===== src/rtl/frame_scanout.sv =====
// Frame-buffer read-side scan engine: streams every pixel of a frame, in address
// order, from the frame buffer read port into the display pixel FIFO.
module frame_scanout #(
    parameter int unsigned FRAME_PIXELS = 76800,
    parameter int unsigned ADDR_W       = 17,
    parameter int unsigned DATA_W       = 24
) (
    input  logic              clk,
    input  logic              rst_n,
    input  logic              start,
    output logic              fb_re,
    output logic [ADDR_W-1:0] fb_addr,
    input  logic [DATA_W-1:0] fb_data,
    input  logic              fifo_full,
    output logic              fifo_wr_en,
    output logic [DATA_W-1:0] fifo_din,
    output logic              frame_done,
    output logic              busy
);

    localparam logic [ADDR_W-1:0] LAST_ADDR = ADDR_W'(FRAME_PIXELS - 1);
    localparam int unsigned       SKID_N    = 2;

    typedef enum logic [1:0] {
        IDLE  = 2'd0,
        RUN   = 2'd1,
        DRAIN = 2'd2
    } state_t;

    state_t            state_q;
    state_t            state_d;
    logic [ADDR_W-1:0] addr_q;
    logic [ADDR_W-1:0] addr_d;

    // Read issued last cycle: its data is on fb_data this cycle.
    logic              pend_q;
    logic              pend_last_q;

    // Two-entry skid buffer; each entry carries an end-of-frame tag.
    logic [DATA_W-1:0] buf_data_q [SKID_N];
    logic [SKID_N-1:0] buf_last_q;
    logic              rd_ptr_q;
    logic              wr_ptr_q;
    logic [1:0]        count_q;

    logic              push;
    logic              pop;
    logic              issue_last;
    logic [1:0]        occ_after_pop;

    // State register
    always_ff @(posedge clk) begin
        if (!rst_n) begin
            state_q <= IDLE;
        end else begin
            state_q <= state_d;
        end
    end

    // Next state, read issue and FIFO write side
    always_comb begin
        state_d       = state_q;
        addr_d        = addr_q;
        fb_re         = 1'b0;
        issue_last    = 1'b0;
        fifo_wr_en    = (count_q != 2'd0) && !fifo_full;
        fifo_din      = buf_data_q[rd_ptr_q];
        frame_done    = fifo_wr_en && buf_last_q[rd_ptr_q];
        busy          = (state_q != IDLE);
        push          = pend_q;
        pop           = fifo_wr_en;
        // Slots committed after this cycle's write: held pixels plus the return in flight.
        occ_after_pop = count_q - 2'(pop) + 2'(pend_q);

        case (state_q)
            IDLE: begin
                addr_d = '0;
                if (start) begin
                    state_d = RUN;
                end
            end
            RUN: begin
                if (occ_after_pop < 2'(SKID_N)) begin
                    fb_re = 1'b1;
                    if (addr_q == LAST_ADDR) begin
                        issue_last = 1'b1;
                        addr_d     = '0;
                        if (!start) begin
                            state_d = DRAIN;
                        end
                    end else begin
                        addr_d = addr_q + ADDR_W'(1);
                    end
                end
            end
            DRAIN: begin
                if ((count_q == 2'd0) && !pend_q) begin
                    state_d = IDLE;
                end
            end
            default: begin
                state_d = IDLE;
            end
        endcase
    end

    assign fb_addr = addr_q;

    // Address counter, read pipeline and skid buffer storage
    always_ff @(posedge clk) begin
        if (!rst_n) begin
            addr_q      <= '0;
            pend_q      <= 1'b0;
            pend_last_q <= 1'b0;
            buf_last_q  <= '0;
            rd_ptr_q    <= 1'b0;
            wr_ptr_q    <= 1'b0;
            count_q     <= 2'd0;
            for (int i = 0; i < int'(SKID_N); i++) begin
                buf_data_q[i] <= '0;
            end
        end else begin
            addr_q      <= addr_d;
            pend_q      <= fb_re;
            pend_last_q <= issue_last;
            if (push) begin
                buf_data_q[wr_ptr_q] <= fb_data;
                buf_last_q[wr_ptr_q] <= pend_last_q;
                wr_ptr_q             <= ~wr_ptr_q;
            end
            if (pop) begin
                rd_ptr_q <= ~rd_ptr_q;
            end
            count_q <= count_q + 2'(push) - 2'(pop);
        end
    end

endmodule


===== config.mk =====
export PLATFORM = sky130hd
export DESIGN_NAME = frame_scanout
export DESIGN_NICKNAME = d
export VERILOG_FILES = /design/src/rtl/frame_scanout.sv
export SDC_FILE = /design/constraint.sdc
export NUM_CORES = 1
export LEC_CHECK = 0
export BUFFER_PORTS_ARGS = -buffer_cell sky130_fd_sc_hd__clkbuf_2
export CAP_MARGIN = 20
export CORE_UTILIZATION = 55
export DETAILED_ROUTE_END_ITERATION = 10
export PLACE_DENSITY = 0.8
export SETUP_SLACK_MARGIN = 0.15
export SLEW_MARGIN = 20
export SYNTH_ARGS = -nofsm -noshare
export SYNTH_HDL_FRONTEND = slang
export SYNTH_SLANG_ARGS = --single-unit
export TNS_END_PERCENT = 20

===== constraint.sdc =====
create_clock -name clk -period 5.05 [get_ports clk]
set_input_delay 1.2625 -clock clk [delete_from_list [all_inputs] [get_ports clk]]
set_output_delay 1.2625 -clock clk [all_outputs]
set_load 0.05 [all_outputs]

==> results.md <==
- CTS Buf Count: 9
- HP Class: reg -> reg
- Congestion Overflow GR: 0
- Hold Violations, Final: 0
- Setup CP Type: in -> out
- First-pass GRT wire length: 10.3 mm
- Placer Congestion: 0.760
- Site row count: 28
- Clock-pin slew on the worst setup and hold paths: 0.07 ns
- Pin count of the biggest net entering global routing: 26
- Syn Area/Cell: 12.1 um^2
- DIE AREA: 0.00652 mm^2
- Nets: 385
- FILL cells: 454
- Max frequency: 222 MHz
- Core box area: 0.00596 mm^2
- Type of origin of the critical path: primary input
- Die H: 80.7 um
- Fin crit share: 89.1%
- Maximum buffer depth of the clock tree: 2
- Port Buffers: 72
- Warning count from the yosys run: 0
- Layout Utilization: 68.9%
- Diode count: 0
- Post-DP HPWL: 4.36 mm
- Vias: 2320
- P&R area growth vs syn: 20.4%
- Max-cap violations: 0
- Cts repair resizes: 0
- DR iter-0 viols: 110
- Max incr delay on CP: 0.50 ns
- Synth cell types: 40
- Total negative slack: 0 ns
- Drt wl/cell: 15.1 um
- Gr usage total: 21.6%
- Post-route DRC: 0
- Worst Max-Slew Pin Slew: 0.803 ns
- Slowest cell on the critical path: xor3_1
- Clock latency on the worst-skew pair: 0.35 ns
- Pwr dens: 455 mW/mm^2
- CTS Sinks: 76
- Syn Nets: 312
- Worst Path Max Fanout: 6
- Post-cts hold buffer count: 0
- Final Routed Wirelength: 6.56 mm
- WHS: 0.495 ns
- Leakage: 1.69 nW
- Final Slew Violations: 0
- Power, Total: 1.87 mW
- Starting Density: 57.2%
- Post-Syn Instances: 281
- Final setup fails: 0
- Clock Skew: 0.00733 ns
- Most frequent cells in the layout: clkbuf_2, and2_1, edfxtp_1
- Final cell count without fillers: 434
- FF+latch count, synth: 76
- Worst slew margin: 46.5%
- TritonCTS clock tree: built
- Placed Cells: 417
- H-tree depth: 3
- Vias in the first global route: 2213
- Top Ports: 73
- WP data arrival: 3.24 ns
- Layout cells sized above 1: 35.4%
- RSZ-0062 raised after global routing: no
- Vias/cell: 5.35
- Post-CTS Repair Setup Buffers: 0
- Initial antenna violation count: 0
- CP Capture Type: output port
- Final Critical Period: 4.50 ns
- CP cell instances: clkbuf_2 > or2_2 > inv_1 > ha_1 > inv_1 > ha_1 > xor3_1 > nor2_2 > clkbuf_2
- Worst path required time: 3.79 ns
- Status: finished, final reports clean
- Antenna-violating nets left: 0
- Sequential area share after synthesis: 58.7%
- First-pass DRT Iterations: 4
- Post-Syn Area: 0.00341 mm^2
- Most common cell after layout, fill and taps aside: clkbuf_2
- CTS root buf: clkbuf_8
- Die X: 80.7 um
- Maximum VDD drop: 0.286 mV
## final cells by class
class	instances	area, um^2	share of cell area [%]
clock buffers	10	128	3.11
inverters	4	15.0	0.366
clock inverters	6	136	3.32
well taps	75	93.8	2.29
repair buffers	74	383	9.33
multi-input cells	189	1350	32.8
flip-flops and latches	76	2000	48.8
## final timing paths
path,start,endpoint,slack [ns],cells past startpoint
setup / recovery,fifo_full,fb_re,0.55,9
hold / removal,pend_last_q$_SDFF_PN0_,buf_last_q[0]$_SDFFE_PN0P_,0.49,1
setup reg to reg,count_q[1]$_SDFF_PN0_,fb_addr[16]$_SDFFE_PN0P_,2.12,11
hold reg to reg,pend_last_q$_SDFF_PN0_,buf_last_q[0]$_SDFFE_PN0P_,0.49,1
## power by group
group          leakage (nW)  total [mW]  switching (mW)  internal (mW)
Combinational         0.832       0.495           0.339          0.156
Clock                 0.127       0.605           0.226          0.379
Sequential            0.727       0.766          0.0495          0.717
Total                  1.69        1.87           0.615           1.25
## per-stage QoR
step / instance area [um^2] / worst slack, ns
4_1_cts: 4090 / 0.543
6_report: 4100 / 0.550
3_5_place_dp: 3820 / 0.564
2_1_floorplan: 3410 / 0.383
3_3_place_gp: 3820 / 0.614
5_1_grt: 4100 / 0.471
## state kept, by name, summed over array words and instances, names as in the netlist, named ones only
signal / count
buf_data_q: 48
fb_addr: 17
buf_last_q: 2
count_q: 2
state_q: 2
pend_last_q: 1
pend_q: 1
rd_ptr_q: 1
wr_ptr_q: 1
## cells in the mapped netlist, drive strengths merged
cell type / instances / area [um^2]
a21boi: 2 / 15.0
a21o: 1 / 7.51
a21oi: 5 / 28.8
a32o: 2 / 20.0
a32oi: 1 / 8.76
and2: 54 / 338
and3: 3 / 18.8
and4b: 1 / 10.0
buf: 2 / 15.0
clkbuf: 10 / 37.5
dfxtp: 28 / 561
edfxtp: 48 / 1440
ha: 3 / 37.5
inv: 4 / 15.0
mux2: 24 / 270
mux2i: 1 / 10.0
nand2: 16 / 60.1
nand2b: 5 / 31.3
nand3: 9 / 60.1
nand3b: 1 / 7.51
nand4: 6 / 37.5
nor2: 18 / 67.6
nor2b: 4 / 25.0
nor3: 4 / 35.0
nor3b: 1 / 7.51
nor4: 4 / 40.0
o211ai: 1 / 7.51
o21a: 1 / 7.51
o21ai: 4 / 23.8
or2: 2 / 12.5
or3: 1 / 6.26
or3b: 1 / 8.76
xnor2: 5 / 43.8
xor2: 8 / 70.1
xor3: 1 / 23.8
## routing by layer
layer | track usage, % | vias to the layer above | part of all wire (%)
met5 | 0 | - | 0
met4 | 11.1 | 0 | 2.0
met3 | 4.27 | 13 | 4.7
met2 | 35.8 | 67 | 49
met1 | 26.7 | 1113 | 44
li1 | - | 1127 | -
## worst max-delay path: cells and delay by family
kind,cells,cell delay (ns)
xor gates and xnor gates,1,0.50
adders and majority gates,2,0.37
buffers and inverters,4,0.55
and+or+nand+nor,2,0.56
## cells by family (layout without fill, tap and decap cells)
| group | count (synthesis) | in the layout | synth area share [%] |
|---|---|---|---|
| buffers and inverters | 16 | 94 | 1.98 |
| flip-flops | 76 | 76 | 58.7 |
| XOR/XNOR | 14 | 14 | 4.04 |
| multiplexers | 25 | 25 | 8.22 |
| AO/OA/AOI/OAI | 17 | 17 | 3.49 |
| adder cells (fa/ha/maj) | 3 | 3 | 1.10 |
| AND/OR/NAND/NOR | 130 | 130 | 22.5 |
Power figures use the tool's default switching activity.
